==> src/rtl/smem_mem_drainer.sv <==
// Drains finished SMEM reads: queues finish events, reads mem entries back and packs 512-bit lines.
// Optional macro SMEM_DRAIN_CNT_EN enables the drained_lines counter.
//   state | meaning
//   IDLE  | wait for a queued job, pop it into jnum/jsize
//   HDR   | present header line {jsize, jnum}
//   RD_LO | read entry idx
//   RD_HI | capture low entry, read entry idx+1 if it exists
//   CAP   | capture high entry (or zero pad)
//   OUT   | present data line, advance idx by two on accept
module smem_mem_drainer #(
    parameter int READ_NUM_WIDTH = 9,
    parameter int JOB_DEPTH      = 8,
    parameter int ADDR_W         = 7
) (
    input  logic                      clk,
    input  logic                      rst,
    input  logic                      finish_sign,
    input  logic [READ_NUM_WIDTH-1:0] finish_read_num,
    input  logic [ADDR_W-1:0]         finish_mem_size,
    output logic                      rd_en,
    output logic [READ_NUM_WIDTH-1:0] rd_read_num,
    output logic [ADDR_W-1:0]         rd_addr,
    input  logic [255:0]              rd_data,
    output logic                      out_valid,
    input  logic                      out_ready,
    output logic [511:0]              out_data,
    output logic                      out_last,
    output logic [READ_NUM_WIDTH-1:0] out_read_num,
    output logic                      job_overflow,
    output logic [31:0]               drained_lines
);

    localparam int PTR_W = $clog2(JOB_DEPTH);
    localparam int JOB_W = READ_NUM_WIDTH + ADDR_W;

    typedef enum logic [2:0] {IDLE, HDR, RD_LO, RD_HI, CAP, OUT} state_t;

    state_t state, state_nx;

    logic [JOB_W-1:0]          q_mem [JOB_DEPTH];
    logic [PTR_W-1:0]          q_wr, q_rd;
    logic [PTR_W:0]            q_cnt;
    logic                      push, pop;

    logic [READ_NUM_WIDTH-1:0] jnum;
    logic [ADDR_W-1:0]         jsize;
    logic [ADDR_W:0]           idx, idx_p1, idx_p2, jsize_x;
    logic [255:0]              lo, hi;
    logic                      hi_pending, hi_issue;
    logic [ADDR_W-1:0]         rd_addr_q;
    logic [READ_NUM_WIDTH-1:0] rd_num_q;

    assign pop     = (state == IDLE) && (q_cnt != '0);
    assign push    = finish_sign && ((q_cnt != (PTR_W+1)'(JOB_DEPTH)) || pop);
    assign idx_p1  = idx + 1'b1;
    assign idx_p2  = idx + 2'd2;
    assign jsize_x = {1'b0, jsize};
    assign hi_issue = idx_p1 < jsize_x;

    always_ff @(posedge clk) begin
        if (push)
            q_mem[q_wr] <= {finish_mem_size, finish_read_num};
    end

    always_ff @(posedge clk or negedge rst) begin
        if (!rst) begin
            q_wr         <= '0;
            q_rd         <= '0;
            q_cnt        <= '0;
            job_overflow <= 1'b0;
        end else begin
            if (push) q_wr <= q_wr + 1'b1;
            if (pop)  q_rd <= q_rd + 1'b1;
            case ({push, pop})
                2'b10:   q_cnt <= q_cnt + 1'b1;
                2'b01:   q_cnt <= q_cnt - 1'b1;
                default: q_cnt <= q_cnt;
            endcase
            if (finish_sign && !push) job_overflow <= 1'b1;
        end
    end

    always_comb begin
        state_nx     = state;
        rd_en        = 1'b0;
        rd_addr      = rd_addr_q;
        rd_read_num  = rd_num_q;
        out_valid    = 1'b0;
        out_data     = '0;
        out_last     = 1'b0;
        out_read_num = '0;
        case (state)
            IDLE: if (q_cnt != '0) state_nx = HDR;
            HDR: begin
                out_valid              = 1'b1;
                out_data[JOB_W-1:0]    = {jsize, jnum};
                out_last               = (jsize == '0);
                out_read_num           = jnum;
                if (out_ready) state_nx = (jsize == '0) ? IDLE : RD_LO;
            end
            RD_LO: begin
                rd_en       = 1'b1;
                rd_addr     = idx[ADDR_W-1:0];
                rd_read_num = jnum;
                state_nx    = RD_HI;
            end
            RD_HI: begin
                if (hi_issue) begin
                    rd_en       = 1'b1;
                    rd_addr     = idx_p1[ADDR_W-1:0];
                    rd_read_num = jnum;
                end
                state_nx = CAP;
            end
            CAP: state_nx = OUT;
            OUT: begin
                out_valid    = 1'b1;
                out_data     = {hi, lo};
                out_last     = (idx_p2 >= jsize_x);
                out_read_num = jnum;
                if (out_ready) state_nx = (idx_p2 >= jsize_x) ? IDLE : RD_LO;
            end
            default: state_nx = IDLE;
        endcase
    end

    always_ff @(posedge clk or negedge rst) begin
        if (!rst) begin
            state      <= IDLE;
            jnum       <= '0;
            jsize      <= '0;
            idx        <= '0;
            lo         <= '0;
            hi         <= '0;
            hi_pending <= 1'b0;
            rd_addr_q  <= '0;
            rd_num_q   <= '0;
        end else begin
            state <= state_nx;
            if (pop) begin
                {jsize, jnum} <= q_mem[q_rd];
                idx           <= '0;
            end
            if (state == RD_HI) begin
                lo         <= rd_data;
                hi_pending <= hi_issue;
            end
            if (state == CAP) hi <= hi_pending ? rd_data : '0;
            if (state == OUT && out_ready) idx <= idx_p2;
            if (rd_en) begin
                rd_addr_q <= rd_addr;
                rd_num_q  <= rd_read_num;
            end
        end
    end

`ifdef SMEM_DRAIN_CNT_EN
    logic [31:0] line_cnt;
    always_ff @(posedge clk or negedge rst) begin
        if (!rst)
            line_cnt <= '0;
        else if (out_valid && out_ready)
            line_cnt <= line_cnt + 1'b1;
    end
    assign drained_lines = line_cnt;
`else
    assign drained_lines = '0;
`endif

endmodule

==> config.mk <==
export PLATFORM = sky130hd
export DESIGN_NAME = smem_mem_drainer
export DESIGN_NICKNAME = d
export VERILOG_FILES = /design/src/rtl/smem_mem_drainer.sv
export SDC_FILE = /design/constraint.sdc
export NUM_CORES = 2
export LEC_CHECK = 0
export CORE_AREA = 4 4 325 327
export DETAILED_ROUTE_END_ITERATION = 6
export DIE_AREA = 0 0 329 331
export SLEW_MARGIN = 10
export SYNTH_ARGS = -nofsm -noshare
export SYNTH_HDL_FRONTEND = slang
export SYNTH_SLANG_ARGS = --single-unit
==> constraint.sdc <==
create_clock -name clk -period 4 [get_ports clk]
set_input_delay 0.6 -clock clk [delete_from_list [all_inputs] [get_ports clk]]
set_output_delay 0.6 -clock clk [all_outputs]
set_load 0.02 [all_outputs]
==> impl_results.md <==
- Hold Crit Class: flip-flop to flip-flop
- RSZ-0062 raised after global routing: false
- Final Non-Filler Cells: 4998
- Leak: 18.3 nW
- Reg clk slew, reported paths: 0.06 ns
- Asr flop ratio synth: 81.6%
- GRT overflow: 0
- Vias in the first global route: 22701
- Area after DPL: 0.0409 sq mm
- Yosys reg bits: 694
- Share of layout cells above drive strength 1: 15.1%
- FF-to-FF setup slack: 1.32 ns
- Seq/Total Area, Yosys: 57.9%
- Netlist cell types: 48
- H-tree depth: 3
- Synth warn: 0
- Reg2Reg Depth: 11
- Critical path type: flip-flop to output pin
- CTS tree: yes
- Height of the die: 331 um
- Leading area contributor after synthesis: dfrtp_1
- Data required, critical path: 3.40 ns
- R2r endpoint: q_cnt[3]$_DFFE_PN0P_
- Synth top area share: 45.6%
- Maximum buffer depth of the clock tree: 3
- Setup-failing EPs final: 0
- Setup TNS: 0 ns
- Max frequency: 0.262 GHz
- First-pass GRT wire length: 148000 um
- Initial core utilization: 30.2%
- Mapped Area: 0.0311 sq mm
- DP Wirelength: 73900 um
- Hold Startpoint: hi[97]$_DFFE_PN0P_
- Worst rel slew slack: 31.6%
- Average footprint of a synthesized cell: 11.3 sq um
- FILL cells: 9859
- Startpoint types: flip-flop
- I/O Buffers: 816
- Number of flops mapped to enable cells by yosys: 128
- Dominant cells by area after synthesis: dfrtp_1 46%, edfxtp_1 12%, and2_1 10%, mux2_2 9.3%, nand2_1 6.6%
- Routed Antenna Nets: 0
- Peak VDD IR: 0.440 mV
- Num CTS Buffers: 80
- Number of clock sinks: 694
- Worst Tran Pin Value: 1.03 ns
- DRT Pass-1 Iters: 5
- Routed WL per cell: 20.3 um
- Clock Latency Late Sink: 0.63 ns
- Clock root buffer: clkbuf_16
- Run status: completed
- Placed Cells: 4821
- Start of the worst register-to-register path: state[0]$_DFFE_PN0P_
- Iter 0 DRT Violations: 1137
- PwrDens: 688 mW/mm^2
- Slew Viols, Final: 0
- Post-route setup slack: 0.190 ns
- Clock skew: 0.0282 ns
- Pre-CTS setup slack: 0.608 ns
- Crit path max fanout: 6
- Final Wtd Congestion: 0.826
- Tmin final: 3.81 ns
- Num rows: 118
- Period utilisation layout: 95.2%
- Final Instance Area: 0.0438 sq mm
- CP startpoint: idx[5]$_DFFE_PN0P_
- End of the critical path: out_last
- Core Footprint: 0.103 sq mm
- Vias: 22476
- WL final: 101000 um
- Die W: 329 um
- Boundary pin count: 849
- Area Growth Syn to Fin: 40.9%
- DRC: 0
- Gate Count Post-Synth: 2752
- Ys flop type: dfrtp_1
- Total Nets Final: 3822
- CP Capture Type: output pin
- Initial antenna violation count: 37
- Largest net degree at the start of global routing: 140
- Max_cap viols: 0
- GRT Overall Usage: 17.9%
- Count of final hold-check violations: 0
- DIE AREA: 0.109 sq mm
- Vias per cell: 4.50
- Hold slack: 0.467 ns
- CP arrival: 3.21 ns
## final cells by class
class,instances,area (sq um),share of cell area (%)
well taps,1380,1730,3.94
flip-flops and latches,694,18000,41.1
repair buffers,895,9070,20.7
clock buffers,109,2300,5.26
inverters,12,45.0,0.103
multi-input cells,1844,12100,27.6
clock inverters,35,472,1.08
diodes,29,72.6,0.166
## where the power goes
part	total, W	switching [W]	leakage, nW	internal [W]
clock	0.00768	0.00309	1.36	0.00458
sequential	0.0116	0.00174	8.17	0.00986
combinational	0.0108	0.00554	8.73	0.00529
## metal layers
metal  vias up  track usage, %  routed length [um]
met5         -               0                 106
met3       181            5.30                8310
li1      10700               -                   -
met4        14            8.94                4440
met2       669            28.4               47400
met1     10912            22.3               41200
## stage by stage
step           utilization [%]  power [W]
2_1_floorplan                -     0.0180
3_3_place_gp              39.7     0.0225
3_5_place_dp              39.7     0.0227
4_1_cts                   42.4     0.0305
5_1_grt                   42.5     0.0320
6_report                  42.6     0.0301
## Yosys cell counts (10+ instances only)
cell type / n
buf_2: 72
ha_1: 18
o21ai_0: 272
inv_1: 12
xnor2_1: 10
and2_1: 506
nand3_1: 18
mux2i_1: 33
mux2_2: 256
mux4_2: 32
nor2_1: 23
edfxtp_1: 128
buf_4: 33
mux2_4: 29
dfrtp_1: 566
nand2_1: 549
clkbuf_1: 123
## flip-flops by register name, indices dropped and copies added, names as in the netlist
signal / cells
job_overflow: 1
jnum: 9
rd_addr_q: 7
hi_pending: 1
q_mem: 128
state: 3
jsize: 7
hi: 256
rd_num_q: 9
lo: 256
q_cnt: 4
q_wr: 3
idx: 7
q_rd: 3
## how the worst min path moves through the flow
| stage | end | slack (ns) | cells after the start |
|---|---|---|---|
| 5_1_grt | hi[236]$_DFFE_PN0P_ | 0.49 | 2 |
| 6_report | hi[97]$_DFFE_PN0P_ | 0.47 | 2 |
| 3_3_place_gp | hi[170]$_DFFE_PN0P_ | 0.45 | 2 |
| 4_1_cts | hi[37]$_DFFE_PN0P_ | 0.47 | 3 |
| 2_1_floorplan | hi[0]$_DFFE_PN0P_ | 0.30 | 0 |
| 3_5_place_dp | hi[222]$_DFFE_PN0P_ | 0.46 | 2 |
## cells in the final DEF, fill, tap and decap left out, types with 23 or more instances in the layout
cell type	Yosys	routed
edfxtp_1	128	128
dfrtp_1	566	561
mux4_2	32	32
buf_4	33	56
mux2i_1	33	33
nand2_1	549	548
mux2_4	29	29
clkdlybuf4s50_1	0	800
diode_2	0	29
and2_1	506	506
nor2_1	23	23
conb_1	1	32
o21ai_0	272	272
clkbuf_16	0	81
mux2_2	256	256
## what timing repair did
action	4_1_cts	5_1_grt
hold buffers	1	0
pin swaps	1	0
gates resized for setup	7	11
gates cloned	1	0
setup buffers	1	1
endpoints found under the hold margin	62	0
setup endpoints to repair	16	10
## cells by family (layout without fill, tap and decap cells)
| family | after synthesis | count (layout) | share of synthesized area [%] |
|---|---|---|---|
| compound gates | 306 | 306 | 5.14 |
| xor+xnor | 11 | 11 | 0.310 |
| fa+ha+maj | 19 | 19 | 0.789 |
| buf+inv | 245 | 1051 | 3.72 |
| flops | 694 | 694 | 57.9 |
| mux | 353 | 353 | 14.2 |
| other cells | 1 | 61 | 0.0121 |
| simple gates | 1123 | 1123 | 17.9 |
## worst max-delay path, stage by stage (launching register included)
cell and delay (ns):
dfrtp_1 0.46, and3_1 0.21, nand3_1 0.09, xnor2_1 0.17
ha_1 0.35, nand2_1 0.06, nand3b_1 0.09, a31oi_1 0.06
a31oi_2 0.26, and2_1 0.17, clkdlybuf4s50_1 0.63
No activity file was read; power rests on OpenSTA's default activity.
==> patch 1, RTL diff (config.mk and constraints unchanged) <==
Re-encode `state_t` (6 states) as one-hot, 6 bits wide.
--- a/src/rtl/smem_mem_drainer.sv
+++ b/src/rtl/smem_mem_drainer.sv
@@ -33,7 +33,7 @@
     localparam int PTR_W = $clog2(JOB_DEPTH);
     localparam int JOB_W = READ_NUM_WIDTH + ADDR_W;
 
-    typedef enum logic [2:0] {IDLE, HDR, RD_LO, RD_HI, CAP, OUT} state_t;
+    typedef enum logic [5:0] {IDLE = 6'b000001, HDR = 6'b000010, RD_LO = 6'b000100, RD_HI = 6'b001000, CAP = 6'b010000, OUT = 6'b100000} state_t;
 
     state_t state, state_nx;
 
Function: same outputs for any inputs over 4 cycles, from zero or initial values and one cycle with rst low; so few cycles prove little.
==> patch 1 against the unedited design <==
Cell count rose by 9.9%; setup slack worse by 9.8 ps; critical path depth down 3; sequential cell count rose by 3; area after synthesis rose by 0.44%; wire length rose by 7.2%; final area about the same; hold slack got worse by 3.6 ps; critical endpoint is now out_data[11].
Power is not compared: it rests on default switching activity, and its combinational part moved more than twofold at a synthesized area within 25%.
==> patch 1: results (changes against the unedited design) <==
| Metric | Value |
|---|---|
| Outcome | completed |
| Routed len/inst | 19.8 microns (-2.5%) |
| Most frequent cells after synthesis | nand2_1 (1318), dfrtp_1 (568), and2_1 (505) |
| Sequential share of the synthesized area | 57.9% (about the same) |
| DRT Pass-1 Iters | 4 (-1) |
| GP Congestion | 0.866 (+4.9%) |
| Hold WC Path Type | reg2reg |
| Final nets | 4318 (+13%) |
| Port bufs | 816 (unchanged) |
| Hpwl dp | 77.1 mm (+4.3%) |
| Iter 0 DRT Violations | 1571 (+38%) |
| CTS buffer count | 80 (unchanged) |
| Adder-cell area share of the yosys netlist | 0.826% (+0.037 points) |
| Dpl cells | 5311 (+10%) |
| Pint | 0.0156 W |
| Total routed wirelength | 109 mm (+7.2%) |
| Post-synth cell types | 56 (+17%) |
| Yosys warns | 0 (unchanged) |
| Worst skew pair latency | 640 ps |
| Async set-reset flop share out of synthesis | 81.6% (about the same) |
| Slew @ Worst Pin | 1080 ps (+55.2 ps) |
| Clock Skew | 27.2 ps (-0.932 ps) |
| Clock Pin Slew Worst Setup and Hold Paths | 60 ps (about the same) |
| Leakage | 18.9 nW |
| Post-synthesis xor/xnor area fraction | 0.393% (+0.083 points) |
| Largest net degree at the start of global routing | 226 (+61%) |
| Gr usage total | 19.2% (+1.3 points) |
| Crit path max fanout | 12 (+6) |
| Placed cell area | 0.0408 sq mm (-0.20%) |
| Share of cells above drive strength 1 | 6.58% (-8.5 points) |
| Met1 GRT Util | 23.2% (+0.92 points) |
| Critical Path AT | 3220 ps (about the same) |
| Met3 Usage GRT | 6.33% (+1.0 points) |
| Post-synthesis cell count | 3282 (+19%) |
| Max clock buf depth | 3 (unchanged) |
| Compound-gate portion of the synthesized area | 5.55% (+0.41 points) |
| EDFF count, synth | 128 (unchanged) |
| Routed vias | 24800 (+10%) |
| H-tree levels | 3 (unchanged) |
| Largest cells by area after synthesis | dfrtp_1 (46%), nand2_1 (16%), edfxtp_1 (12%) |
| Initial antenna violation count | 29 (-22%) |
| Top Registers | hi: 256 flops, lo: 256 flops, q_mem: 128 flops |
| Worst IR drop on VDD | 322 uV |
| Most used DFF post-synth | dfrtp_1 |
| Multiplexer area fraction after synthesis | 3.94% (-10 points) |
| Met2 Track Usage GR | 31.6% (+3.2 points) |
| Clock Tree Root | clkbuf_16 |
| Global-route wire length before repair | 159 mm (+7.6%) |
[patch 1: per-stage QoR]
step                      setup slack [ps]  power (W)
after floorplan                        574     0.0128
after global placement                 398     0.0148
after detailed placement               382     0.0150
after CTS                             3.24     0.0228
after global routing                 -3.34     0.0238
final                                  181     0.0225
[patch 1: per-layer routing]
| layer | up-vias | share of wire (%) |
|---|---|---|
| met5 | - | 0.032 |
| met4 | 6 | 3.1 |
| met3 | 160 | 8.3 |
| met2 | 730 | 49 |
| met1 | 12000 | 39 |
| li1 | 11900 | - |
[patch 1: power by group through the flow]
stage	Sequential, W	Clock [W]	Combinational [W]
global route	0.0104	0.00820	0.00522
floorplan	0.00960	0	0.00318
detailed placement	0.0103	0	0.00465
global placement	0.0103	0	0.00453
finish	0.0102	0.00770	0.00459
CTS	0.0102	0.00791	0.00467
[patch 1: cells by family after synthesis]
family | Yosys count
mux | 79
simple gates | 1871
flops | 697
xor+xnor | 14
other cells | 1
compound gates | 322
fa+ha+maj | 20
buf+inv | 278
[patch 1: critical path, cell delays in order, from the launching register on]
cell	delay, ps
dfrtp_1	500
nor4_2	410
and3b_1	210
buf_4	210
inv_1	170
o21ai_2	300
buf_4	180
clkdlybuf4s50_1	590
[patch 1: layout make-up]
type                    count  area (sq um)
flip-flops and latches    697         18100
clock buffers             106          2210
fillers                 10000         59200
well taps                1380          1730
repair buffers            886          9030
multi-input cells        2339         12000
diodes                     25          62.6
inverters                  18          75.1
clock inverters            42           542
[patch 1: timing repair]
item	4_1_cts	5_1_grt
gates cloned	1	0
setup buffers	1	6
resized for setup	16	25
endpoints found under the setup margin	338	236
endpoints found under the hold margin	46	0
hold buffers	1	0
pin swaps	2	4
[patch 1: final timing paths]
kind | slack (ps) | endpoint | from | depth (start not counted)
max in group asynchronous | 2420 | lo[248] | rst | 3
setup reg to reg | 990 | q_cnt[3] | state[3] | 11
hold / removal | 460 | lo[211] | lo[211] | 2
hold reg to reg | 460 | lo[211] | lo[211] | 2
min in group asynchronous | 500 | hi[111] | rst | 2
setup / recovery | 180 | out_data[11] | state[3] | 7
==> patch 2, RTL diff (same settings) <==
Made on the original files. Change the parameter `ADDR_W` from 7 to 5.
--- a/src/rtl/smem_mem_drainer.sv
+++ b/src/rtl/smem_mem_drainer.sv
@@ -10,7 +10,7 @@
 module smem_mem_drainer #(
     parameter int READ_NUM_WIDTH = 9,
     parameter int JOB_DEPTH      = 8,
-    parameter int ADDR_W         = 7
+    parameter int ADDR_W         = 5
 ) (
     input  logic                      clk,
     input  logic                      rst,
Ports: changed (resized finish_mem_size and rd_addr); port bits go from 849 to 845. No check against the original RTL was run, so the function may have changed too.
==> patch 2 against the unedited design <==
Sequential cell count down 22; total power down 2.0%; setup slack worse by 4.9 ps; register-to-register slack worse by 40 ps; fmax down 0.13%; area after synthesis down 2.9%; wire length down 1.6%; final area down 3.7%; die area unchanged; largest cell class unchanged; largest power group unchanged; highest routed layer unchanged.
==> patch 2: results (changes against the unedited design) <==
| Metric | Value |
|---|---|
| Post-synth cell types | 53 (+10%) |
| Met2 Track Usage GR | 30.3% (+1.9 points) |
| Largest cells by area after synthesis | dfrtp_1 (46%), edfxtp_1 (11%), and2_1 (11%) |
| Worst IR drop on VDD | 458 uV (+4.1%) |
| EDFF count, synth | 112 (-13%) |
| Most frequent cells after synthesis | dfrtp_1 (560), nand2_1 (536), and2_1 (509) |
| Post-CTS Setup Repair Bufs | 0 (-1) |
| Sequential share of the synthesized area | 57.6% (-0.34 points) |
| Global-route wire length before repair | 144 mm (-2.4%) |
| Largest net degree at the start of global routing | 154 (+10%) |
| CTS buffer count | 78 (-2.5%) |
| Vias per cell | 4.46 (-0.71%) |
| Hpwl dp | 71.2 mm (-3.5%) |
| Outcome | completed |
| Async set-reset flop share out of synthesis | 83.3% (+1.8 points) |
| GP Congestion | 0.876 (+6.1%) |
| Initial antenna violation count | 25 (-32%) |
| Total routed wirelength | 99.8 mm (-1.6%) |
| Dpl cells | 4742 (-1.6%) |
| DRT Pass-1 Iters | 6 (+1) |
| Flop-to-flop setup slack | 1280 ps (-40 ps) |
| Top Registers | hi: 256 flops, lo: 256 flops, q_mem: 112 flops |
| Reg-to-Reg Start | state[2] |
| Vias in the first global route | 21600 (-4.9%) |
| Endpoint, Worst Hold | job_overflow |
| Iter 0 DRT Violations | 1243 (+9.3%) |
| Leakage | 17.3 nW (-5.0%) |
| Final nets | 3731 (-2.4%) |
| Crit path max fanout | 23 (+17) |
| Routed len/inst | 20.4 microns (+0.33%) |
| Share of cells above drive strength 1 | 14.5% (-0.54 points) |
| Gr usage total | 17.6% (-0.30 points) |
| Syn_area_per_cell | 11.2 sq um (-0.59%) |
| Met3 Usage GRT | 4.86% (-0.44 points) |
| Hold_sp | job_overflow |
| Placed cell area | 0.0397 sq mm (-2.9%) |
| Clock Skew | 18.1 ps (-10.1 ps) |
| WHS | 459 ps (-7.82 ps) |
| Hold Path Depth | 1 (-1) |
| Reg2reg path depth | 8 (-3) |
| Critical R2R Capture | q_cnt[2] |
[patch 2: layout make-up]
type | instances | area [sq um] | area share, %
sequential | 672 | 17400 | 41.2
antenna | 18 | 45.0 | 0.107
timing repair buffer | 869 | 8790 | 20.8
clock inverter | 35 | 255 | 0.605
inverter | 12 | 45.0 | 0.107
multi-input combinational | 1810 | 11700 | 27.8
clock buffer | 104 | 2200 | 5.21
tap | 1380 | 1730 | 4.09
[patch 2: worst max-delay path, stage by stage (launching register included)]
cell and delay, ps:
dfrtp_1 460, ha_1 240, or4b_4 510, o21ai_4 140, buf_6 300, mux2_4 330
clkdlybuf4s50_1 570
[patch 2: what timing repair did]
action | CTS | global route
setup endpoints to repair | 0 | 13
hold endpoints to repair | 5 | 0
gates resized for setup | 0 | 1
hold buffers | 1 | 0
[patch 2: routing by layer]
| layer | share of wire, % | wire length [microns] |
|---|---|---|
| met1 | 39 | 39400 |
| met2 | 51 | 50500 |
| met3 | 6.5 | 6530 |
| met4 | 3.2 | 3240 |
| met5 | 0.075 | 75 |
[patch 2: where the power goes]
part / switching, W / internal (W)
registers: 0.00184 / 0.00975
logic: 0.00572 / 0.00534
clock network: 0.00296 / 0.00390
[patch 2: worst max path at each step]
stage / cells past startpoint / slack, ps / endpoint / from
CTS: 6 / 10 / rd_addr[4] / idx[4]
global placement: 6 / 740 / rd_addr[4] / idx[4]
detailed placement: 6 / 740 / rd_addr[4] / idx[4]
finish: 6 / 190 / rd_addr[4] / idx[4]
global route: 6 / 50 / rd_addr[4] / idx[4]
floorplan: 4 / 900 / q_mem[4][0] / finish_sign
[patch 2: cells by family (layout without fill, tap and decap cells)]
| kind of cell | Yosys count | after routing | synth area share [%] |
|---|---|---|---|
| AND/OR/NAND/NOR | 1115 | 1115 | 18.5 |
| flip-flops | 672 | 672 | 57.6 |
| multiplexers | 341 | 341 | 13.9 |
| AO/OA/AOI/OAI | 298 | 298 | 5.16 |
| buffers and inverters | 236 | 1020 | 3.99 |
| adder cells (fa/ha/maj) | 14 | 14 | 0.606 |
| XOR/XNOR | 10 | 10 | 0.290 |
| other | 1 | 50 | 0.0124 |
[patch 2: stage by stage]
step                      util [%]  setup WS, ps  power [W]
after floorplan                  -           902     0.0181
after global placement        38.6           742     0.0227
after detailed placement      38.6           741     0.0229
after CTS                     40.9          10.0     0.0300
after global routing          41.0          46.3     0.0314
final                         41.0           186     0.0295
